<file path="config.mk">
export PLATFORM = sky130hd
export DESIGN_NAME = keypad_entry
export DESIGN_NICKNAME = d
export VERILOG_FILES = /design/src/rtl/keypad_pkg.sv /design/src/rtl/key_event_detect.sv /design/src/rtl/keypad_entry.sv
export SDC_FILE = /design/constraint.sdc
export NUM_CORES = 1
export LEC_CHECK = 0
export CORE_AREA = 8 8 100 102
export CTS_CLUSTER_SIZE = 20
export DETAILED_ROUTE_END_ITERATION = 12
export DIE_AREA = 0 0 108 110
export GPL_ROUTABILITY_DRIVEN = 0
export GPL_TIMING_DRIVEN = 0
export HOLD_SLACK_MARGIN = 0.12
export PLACE_DENSITY = 0.64
export SETUP_SLACK_MARGIN = 0.15
export SYNTH_ARGS = -nofsm -noshare
export SYNTH_HDL_FRONTEND = slang
export SYNTH_SLANG_ARGS = --single-unit
</file>
<file path="constraint.sdc">
create_clock -name clk -period 5.2 [get_ports clk]
set_clock_uncertainty 0.15 [all_clocks]
set_input_delay 1.04 -clock clk [delete_from_list [all_inputs] [get_ports clk]]
set_output_delay 1.04 -clock clk [all_outputs]
set_load 0.1 [all_outputs]
</file>
<file path="src/rtl/keypad_pkg.sv">
// keypad_pkg: command codes, FSM state encoding and key classification for keypad_entry.
package keypad_pkg;
  localparam logic [3:0] KEY_BKSP = 4'hA;
  localparam logic [3:0] KEY_CLR  = 4'hC;
  localparam logic [3:0] KEY_ENT  = 4'hE;

  typedef enum logic [1:0] {ARM, ENTRY, SUBMIT} state_t;

  function automatic logic is_digit(input logic [3:0] c);
    return c < 4'd10;
  endfunction
endpackage

</file>
<file path="src/rtl/key_event_detect.sv">
// key_event_detect: synchronises the held decoder code and debounces changes into one-cycle key events.
module key_event_detect #(
  parameter int STABLE_CYCLES = 1_000_000
) (
  input  logic       clk,
  input  logic       rst_n,
  input  logic [3:0] i_key_code,
  input  logic       i_arm,
  output logic       o_event,
  output logic [3:0] o_value,
  output logic       o_armed
);
  localparam int CW = $clog2(STABLE_CYCLES + 1);

  logic [3:0]    r_sync1, r_code_s, r_cand, r_last;
  logic [CW-1:0] r_cnt;
  logic          w_live, w_stable;

  // While arming, the power-up code is absorbed into last even if it equals the reset value.
  assign w_live   = i_arm || (r_cand != r_last);
  assign w_stable = (r_code_s == r_cand) && (r_cnt == CW'(STABLE_CYCLES - 1));

  always_ff @(posedge clk or negedge rst_n) begin
    if (!rst_n) begin
      r_sync1  <= '0;
      r_code_s <= '0;
      r_cand   <= '0;
      r_last   <= '0;
      r_cnt    <= '0;
      o_event  <= 1'b0;
      o_value  <= '0;
      o_armed  <= 1'b0;
    end else begin
      r_sync1  <= i_key_code;
      r_code_s <= r_sync1;
      o_event  <= 1'b0;
      o_armed  <= 1'b0;
      if (r_code_s != r_cand) begin
        r_cand <= r_code_s;
        r_cnt  <= '0;
      end else if (w_stable && w_live) begin
        r_last  <= r_cand;
        r_cnt   <= '0;
        o_event <= !i_arm;
        o_armed <= i_arm;
        if (!i_arm) o_value <= r_cand;
      end else begin
        r_cnt <= w_live ? r_cnt + CW'(1) : '0;
      end
    end
  end
endmodule

</file>
<file path="src/rtl/keypad_entry.sv">
// keypad_entry: turns debounced keypad events into a NUM_DIGITS-digit hand and offers it over valid/ready.
module keypad_entry
  import keypad_pkg::*;
#(
  parameter int STABLE_CYCLES = 1_000_000,
  parameter int NUM_DIGITS    = 4
) (
  input  logic                            clk,
  input  logic                            rst_n,
  input  logic [3:0]                      key_code,
  input  logic                            out_ready,
  output logic                            out_valid,
  output logic [4*NUM_DIGITS-1:0]         out_digits,
  output logic [$clog2(NUM_DIGITS+1)-1:0] digit_count,
  output logic                            key_event,
  output logic [3:0]                      key_value
);
  localparam int CW = $clog2(NUM_DIGITS + 1);

  state_t                  r_state, w_state_nxt;
  logic [4*NUM_DIGITS-1:0] r_slots, w_slots_nxt;
  logic [CW-1:0]           r_count, w_count_nxt;
  logic                    w_event, w_armed;
  logic [3:0]              w_value;

  key_event_detect #(.STABLE_CYCLES(STABLE_CYCLES)) u_detect (
    .clk       (clk),
    .rst_n     (rst_n),
    .i_key_code(key_code),
    .i_arm     (r_state == ARM),
    .o_event   (w_event),
    .o_value   (w_value),
    .o_armed   (w_armed)
  );

  assign key_event   = w_event;
  assign key_value   = w_value;
  assign out_valid   = r_state == SUBMIT;
  assign out_digits  = r_slots;
  assign digit_count = r_count;

  always_ff @(posedge clk or negedge rst_n) begin
    if (!rst_n) begin
      r_state <= ARM;
      r_slots <= '0;
      r_count <= '0;
    end else begin
      r_state <= w_state_nxt;
      r_slots <= w_slots_nxt;
      r_count <= w_count_nxt;
    end
  end

  always_comb begin
    w_state_nxt = r_state;
    w_slots_nxt = r_slots;
    w_count_nxt = r_count;
    case (r_state)
      ARM: w_state_nxt = w_armed ? ENTRY : ARM;
      ENTRY: if (w_event) begin
        if (is_digit(w_value)) begin
          if (r_count < CW'(NUM_DIGITS)) begin
            for (int i = 0; i < NUM_DIGITS; i++)
              if (CW'(i) == r_count) w_slots_nxt[4*i+:4] = w_value;
            w_count_nxt = r_count + CW'(1);
          end
        end else if (w_value == KEY_BKSP) begin
          if (r_count != '0) begin
            for (int i = 0; i < NUM_DIGITS; i++)
              if (CW'(i + 1) == r_count) w_slots_nxt[4*i+:4] = '0;
            w_count_nxt = r_count - CW'(1);
          end
        end else if (w_value == KEY_CLR) begin
          w_slots_nxt = '0;
          w_count_nxt = '0;
        end else if (w_value == KEY_ENT && r_count == CW'(NUM_DIGITS)) begin
          w_state_nxt = SUBMIT;
        end
      end
      // Events arriving here are deliberately not applied to the buffer.
      SUBMIT: if (out_ready) begin
        w_slots_nxt = '0;
        w_count_nxt = '0;
        w_state_nxt = ENTRY;
      end
      default: w_state_nxt = ARM;
    endcase
  end
endmodule
</file>
# Word level (Yosys, flattened, before mapping)
# Index checks and enable logic that the tools add are counted.
# word_totals
ff_bits,63
in_bits,7
output_inout_bits,25
wordCells,108
# op_classes
add_sub_neg,3
magnitude_cmp,2
n_eq_ne,31
n_mux,39
bitwise,2
n_reduce_logical,17
# ops
cell,count
two-way mux 16 bit,7
two-way mux 20 bit,3
two-way mux 4 bit,8
one-hot mux 16 bit (2 select lines),1
AND reduction 8 bit,4
inequality test 4 bit (second input constant),6
two-way mux 3 bit,7
adder 20 x 1 -> 20 bit (second input constant),1
== test 20 bit (second input constant),1
inequality test 3 bit (second input constant),5
== test 4 bit (second input constant),3
two-way mux 2 bit,6
AND reduction 6 bit,2
inequality test 2 bit (second input constant),5
inequality test 4 bit,2
== test 2 x 3 -> 1 bit (first input constant),2
one-hot mux 2 bit (3 select lines),1
one-hot mux 3 bit (2 select lines),1
two-way mux 1 bit,5
== test 4 bit,1
less-than comparator 4 bit (second input constant),1
adder 3 x 1 -> 3 bit (second input constant),1
== test 1 x 3 -> 1 bit (first input constant),1
== test 3 bit (first input constant),1
16 further kinds,19

# Longest topological paths before layout
# Gate-level depths: netlist (run 1).
# logic_depth
word_depth,8
ltp_mapped,8
depth_no_buf,7

# Modules after synthesis
# A second synthesis (run 1) with hierarchy kept.
# unflattened
cells_unflattened,278
hier_area_um2,3143.0
# modules_own_cells
module,instances,cells_each,area_each_um2,seq_area_each_um2
key_event_detect,1,155,1848.0,1051.0
keypad_entry,1,123,1295.0,525.5

# Worst setup path before layout (run 1)
# Ideal clock, no wire load.
# synth_path
path_type,reg-to-reg
startpoint,reg u_detect.o_value[2]
endpoint,reg r_slots[10] (netlist: out_digits[10])
setup_ns,0.125
t_arrival_ns,2.675
required_ns,4.925
slack_ns,2.250
stages_incl_launch_ff,7
path_buffers,1
cell_sequence,dfrtp_1 buf_2 o21ai_1 and3_1 nor4_4 nor3b_4 mux2_2
# synth_via
elab_chain_cells,5
word_cells_on_any_way,15
cone_classes,1 x order compare; 7 x eq/ne; 6 x mux; 1 x reduce/logical
# synth_rtl
element,line_no,text
start: declaration,key_event_detect.sv:10,"output logic [3:0] o_value,"
start signal: assignment,key_event_detect.sv:46,if (!i_arm) o_value <= r_cand;
"parallel branches: the longest is 5 deep, another holds less-than comparator 4 bit",-,
end signal: assignment,keypad_entry.sv:49,r_slots <= w_slots_nxt;
end: declaration,keypad_entry.sv:21,"logic [4*NUM_DIGITS-1:0] r_slots, w_slots_nxt;"
# Several ways; the timed one is not identified. The select of a mux whose other input is x is not followed.
# A chain may end at the register's enable or synchronous reset.

# Final worst setup path (run 1)
# layout_path
startpoint,reg r_state[0]
endpoint,out out_valid
# layout_via
elab_chain_cells,1
# layout_rtl
element,line_no,text
start: declaration,keypad_entry.sv:20,"state_t r_state, w_state_nxt;"
start signal: assignment,keypad_entry.sv:48,r_state <= w_state_nxt;
== test 2 bit,keypad_entry.sv:38,assign out_valid = r_state == SUBMIT;
end: declaration,keypad_entry.sv:12,"output logic out_valid,"
# Every way passes these cells.

==> qor.yml, run 1 <==
status:
  status: "completed"
worst_setup_path:
  critPathArrivalTime_ps: 2410
  start_kind: "flip-flop"
  end_kind: "output port"
  crit_fanout: 9
  crit_required_ps: 4010
  path_class: "flip-flop to output port"
logic_synthesis:
  async_reset_ff_share_pct: 100
  synth_top_cell_by_area: "dfrtp_1"
  ys_top_cells_by_count: "dfrtp_1 (63), nor2_1 (30), mux2_2 (25), nand3_1 (14)"
  synth_top_cells_by_area: "dfrtp_1 (53%), mux2_2 (9.5%), ha_1 (4.2%), xnor2_1 (3.8%), xor2_1 (3.8%)"
  synth_cell_types: 42
  ys_ff_latch: 63
  ys_warn_count: 0
  yosysMostFrequentCell: "dfrtp_1"
  syn_area_per_cell_sq_um: 11.5
  synth_top_area_share_pct: 53.1
  synth_ff_type: "dfrtp_1"
  synth_cells: 259
  synth_edf_count: 0
  syn-num-nets: 276
  synth-seq-area-share_pct: 53.1
  synth_area_sq_um: 2970
pwr:
  intPower_w: 0.000725
  p_comb_share_pct: 2.4
  seqPwrFrac_pct: 53.1
  peakVddDrop_mv: 0.175
  power.density_nw_per_um2: 261
  power_leakage_nw: 1.56
  clkPwrFrac_pct: 44.5
  switchingPower_w: 0.000215
  swShare_pct: 22.9
final_layout:
  instances_no_fill: 414
  drive_gt1_share_pct: 16.7
  layout.nets: 318
  antennaDiodeCount: 0
  fill_cells: 832
  fin_util_pct: 42.6
  design_area_sq_um: 3610
  area_growth_pct: 21.6
detailed_routing:
  drc: 0
  wl_mm: 5.75
  viasPerCell: 4.88
  vias: 2022
  ant_nets: 0
  drt_iter0_markers: 64
  wire_per_inst_um: 13.9
  first_pass_iters: 4
clock_tree:
  post_cts_resized: 0
  numClockSinks: 63
  htree_levels: 3
  cts_buffers: 9
  cts_tree: "yes"
  cts_setup_buffers: 0
  clockBufferDepth: 2
  cts_root_buf: "clkbuf_8"
  clkTransAtPathRegs_ps: 70
  hold_buffers: 0
  clk_latency_ps: 330
grt:
  grtUsageTotal_pct: 10.3
  grt_pass1_vias: 2000
  grt_pass1_wl_mm: 9.68
  grt_max_degree: 64
  antenna_found_initial: 0
  global_route.overflow_total: 0
sta:
  fin_setup_tns_ps: 0
  hold_viol: 0
  worst_pin_slew_ps: 981
  finalCritPeriodShare_pct: 69.3
  max_freq_ghz: 0.278
  slew_headroom_pct: 34.4
  rsz0062_at_grt: "false"
  hold_slack_ps: 200
  setup_viol: 0
  maxSlewViolCount: 0
  period_minus_slack_ps: 3600
flow_run:
  cap_violations: 0
placement:
  placedCellCount: 398
  io_buffer_count: 31
  dp_hpwl_mm: 4.12
  placed_area_sq_um: 3410
floorplan:
  core-area_sq_um: 8470
  fp-row-count: 34
  io_pins: 32
  die_y_um: 110
  die_x_um: 108
  design.die.area_sq_um: 11900
  start_util_pct: 35.0
worst_hold_path:
  worst_hold_path_type: "flip-flop to flip-flop"
## power groups by stage
stage	sequential, W	clock [W]	combinational, W
global route	0.000500	0.000454	0.0000266
CTS	0.000499	0.000435	0.0000240
global placement	0.000509	0	0.0000238
detailed placement	0.000509	0	0.0000239
floorplan	0.000508	0	0.00000819
finish	0.000499	0.000418	0.0000227
## placed cells by master (no fill, tap or decap), types with 2 or more instances in the layout
cell and instances:
clkinv_4 3, or3_1 2, and4_1 2, nor3_1 5, dfrtp_1 63, mux2_2 25
ha_1 10, nor4_1 3, nand2b_1 2, buf_2 3, clkbuf_8 9, nand2_1 13
nor4b_1 4, clkbuf_1 5, and3_1 8, clkinv_2 2, nor3b_1 2, inv_1 9
nand4_1 6, nand3_1 14, o21ai_0 4, xor2_1 13, nor2_1 30, clkdlybuf4s50_1 30
a21oi_1 2, o22ai_1 2, xnor2_1 13
## flip-flops by register name, indices dropped and copies added, names as in the netlist
| name | count |
|---|---|
| u_detect.o_event | 1 |
| u_detect.r_last | 4 |
| u_detect.o_value | 4 |
| digit_count | 3 |
| u_detect.r_cand | 4 |
| r_state | 2 |
| out_digits | 16 |
| u_detect.r_cnt | 20 |
| u_detect.r_code_s | 4 |
| u_detect.r_sync1 | 4 |
| u_detect.o_armed | 1 |
## cell families after synthesis
| family | after synthesis | share of synthesized area, % |
|---|---|---|
| muxes | 26 | 9.83 |
| and+or+nand+nor | 100 | 18.9 |
| DFF | 63 | 53.1 |
| buffers and inverters | 17 | 2.28 |
| AOI/OAI and AO/OA | 16 | 3.63 |
| xor gates and xnor gates | 26 | 7.68 |
| adders and majority gates | 11 | 4.60 |
## worst paths after layout
| path | from | cells after the start | slack (ps) | end |
|---|---|---|---|---|
| min reg2reg | u_detect.r_sync1[0] | 0 | 200 | u_detect.r_code_s[0] |
| min in group asynchronous | rst_n | 1 | 630 | digit_count[0] |
| max | r_state[0] | 3 | 1600 | out_valid |
| max in group asynchronous | rst_n | 1 | 3740 | u_detect.r_cand[3] |
| max reg2reg | r_state[0] | 7 | 2560 | out_digits[10] |
| min | u_detect.r_sync1[0] | 0 | 200 | u_detect.r_code_s[0] |
## worst max-delay path, cell delays in order, from the launching register on
cell,delay [ps]
dfrtp_1,400
inv_1,100
ha_1,370
clkdlybuf4s50_1,1210
## per-layer routing
metal | wire length [um] | share of wire [%] | track usage, %
met1 | 2770 | 48 | 12.8
met2 | 2600 | 45 | 16.1
met3 | 325 | 5.7 | 3.43
met4 | 60 | 1.0 | 4.46
met5 | 0 | 0 | 0
## layout make-up
type	count	area (sq um)	area share, %
Tap cell	108	135	3.75
Inverter	9	33.8	0.937
Multi-Input combinational cell	179	1320	36.7
Clock buffer	9	124	3.43
Clock inverter	7	73.8	2.05
Timing Repair Buffer	31	308	8.53
Sequential cell	63	1580	43.7
Buffer	8	33.8	0.937
## through the flow
stage | setup WS (ps) | total power (W)
finish | 1600 | 0.000940
global route | 1530 | 0.000981
CTS | 1580 | 0.000958
detailed placement | 1840 | 0.000533
global placement | 892 | 0.000532
floorplan | 2250 | 0.000516
No activity file was read; power rests on OpenSTA's default activity.
==> run 2, diff against run 1 <==
Settings changed: PLACE_DENSITY 0.64 to 0.66.
Clock period 5.2 ns to 2.98 ns, I/O delays scaled along.
==> run 2 against run 1 <==
  * Total power increased by 93%
  * Critical path type unchanged
  * Non-clock buffer count unchanged
  * Core utilization increased by 0.64 points
  * Combinational power increased by 74%
==> qor.yml, run 2 (synthesis results as in run 1) <==
worst_setup_path:
  path_cells: "clkdlybuf4s50_1"
  critical_path_depth: 1
  crit_required_ps: 2230
  start_kind: "flip-flop"
  crit_slowest_cell: "clkdlybuf4s50_1"
  cp-startpoint: "u_detect.o_value[1]"
  r2r_slack_ps: 450
  critPathBufInv: 1
  cp_slowest_stage_delay_ps: 1180
  crit_fanout: 8
  r2r-start: "r_state[1]"
  critPathArrivalTime_ps: 2000
  reg2regPathDepth: 7
  end_kind: "output port"
  worst_r2r_endpoint: "out_digits[11]"
  path_class: "flip-flop to output port"
  critical_path.top_delay_family: "buffers and inverters"
  endpoint: "key_value[1]"
final_layout:
  area_growth_pct: 23.4
  layout.nets: 318
  instances_no_fill: 414
  antennaDiodeCount: 0
  largest_register_ffs: 20
  top_register: "u_detect.r_cnt"
  drive_gt1_share_pct: 18.3
  final_cell_mix: "dfrtp_1 (59), nor2_1 (30), clkdlybuf4s50_1 (29), mux2_2 (25), nand3_1 (14)"
  layout_commonest_cell: "dfrtp_1"
worst_hold_path:
  worst_hold_path_type: "input port to async pin"
placement:
  placedCellCount: 398
  dp_hpwl_mm: 3.98
  io_buffer_count: 31
detailed_routing:
  wire_per_inst_um: 13.6
  ant_nets: 0
  first_pass_iters: 4
  drc: 0
  drt_iter0_markers: 58
  viasPerCell: 4.92
  wl_mm: 5.64
  vias: 2036
clock_tree:
  cts_buffers: 9
  clkTransAtPathRegs_ps: 80
  numClockSinks: 63
  htree_levels: 3
  hold_buffers: 0
  clockBufferDepth: 2
  cts_tree: "yes"
  cts_root_buf: "clkbuf_8"
  cts_setup_buffers: 0
  clk_latency_ps: 330
sta:
  rsz0062_at_grt: "false"
  finalCritPeriodShare_pct: 92.0
  max_freq_ghz: 0.365
  setup_viol: 0
  worst_pin_slew_ps: 988
  period_minus_slack_ps: 2740
  maxSlewViolCount: 0
  slew_headroom_pct: 33.9
  hold_viol: 0
pwr:
  swShare_pct: 21.0
  peakVddDrop_mv: 0.297
  seqPwrFrac_pct: 47.9
  power_leakage_nw: 1.58
  clkPwrFrac_pct: 49.9
  intPower_w: 0.00144
  p_comb_share_pct: 2.2
  switchingPower_w: 0.000382
  power.density_nw_per_um2: 497
  power.total_w: 0.00182
status:
  status: "completed"
grt:
  grtUsageTotal_pct: 10.2
  grt_pass1_vias: 1976
  grt_max_degree: 64
  antenna_found_initial: 0
  grt_pass1_wl_mm: 9.60
  global_route.overflow_total: 0
floorplan:
  design.die.area_sq_um: 11900
  die_x_um: 108
  start_util_pct: 35.0
  io_pins: 32
  fp-row-count: 34
  die_y_um: 110
  core-area_sq_um: 8470
flow_run:
  cap_violations: 0
[run 2: changes by cell type in the layout (fill, tap and decap cells not counted), sizes merged]
cell | before | now
clkdlybuf4s15 | 0 | 1
bufinv | 1 | 3
clkinv | 5 | 2
inv | 9 | 10
clkdlybuf4s50 | 30 | 29
[run 2: metal layers]
metal  vias up  part of all wire (%)  GRT usage [%]  routed length [um]
met5         -                     0              0                   0
met4         0                   1.3           3.57                  74
met3         9                   5.9           4.07                 331
met2        51                    44           15.4                2480
met1       991                    49           13.1                2760
li1        985                     -              -                   -
[run 2: power groups by stage]
stage / Combinational [W] / Clock [W] / Sequential, W
6_report: 0.0000395 / 0.000908 / 0.000871
5_1_grt: 0.0000461 / 0.000981 / 0.000872
4_1_cts: 0.0000416 / 0.000937 / 0.000871
3_5_place_dp: 0.0000417 / 0 / 0.000888
3_3_place_gp: 0.0000417 / 0 / 0.000887
2_1_floorplan: 0.0000143 / 0 / 0.000886
[run 2: worst min-delay path by stage]
| stage | end | cells after the start |
|---|---|---|
| 5_1_grt | u_detect.r_code_s[3] | 0 |
| 4_1_cts | u_detect.r_code_s[3] | 0 |
| 2_1_floorplan | digit_count[0] | 0 |
| 3_3_place_gp | u_detect.r_code_s[3] | 0 |
| 6_report | digit_count[2] | 1 |
| 3_5_place_dp | u_detect.r_code_s[1] | 0 |
[run 2: through the flow]
stage               area [sq um]  setup slack, ps  util, %  TNS (ps)  hold slack [ps]
detailed placement          3420             75.0     40.4         0              186
global route                3660              151     43.2         0              207
floorplan                   2970              171        -         0              150
global placement            3420            -1140     40.4    -57860              183
CTS                         3660              197     43.2         0              202
finish                      3660              238     43.2         0              164
[run 2: layout make-up]
cell class / instances / area [sq um]
timing repair buffer: 31 / 308
multi-input combinational: 179 / 1330
buffer: 8 / 33.8
inverter: 9 / 33.8
sequential: 63 / 1580
tap: 108 / 135
clock buffer: 9 / 124
clock inverter: 7 / 120
fill: 813 / 4800
[run 2: repair_timing]
item / in CTS / in global routing
hold endpoints to repair: 0 / 0
gates cloned: 0 / 0
resized for setup: 1 / 1
setup endpoints to repair: 1 / 1
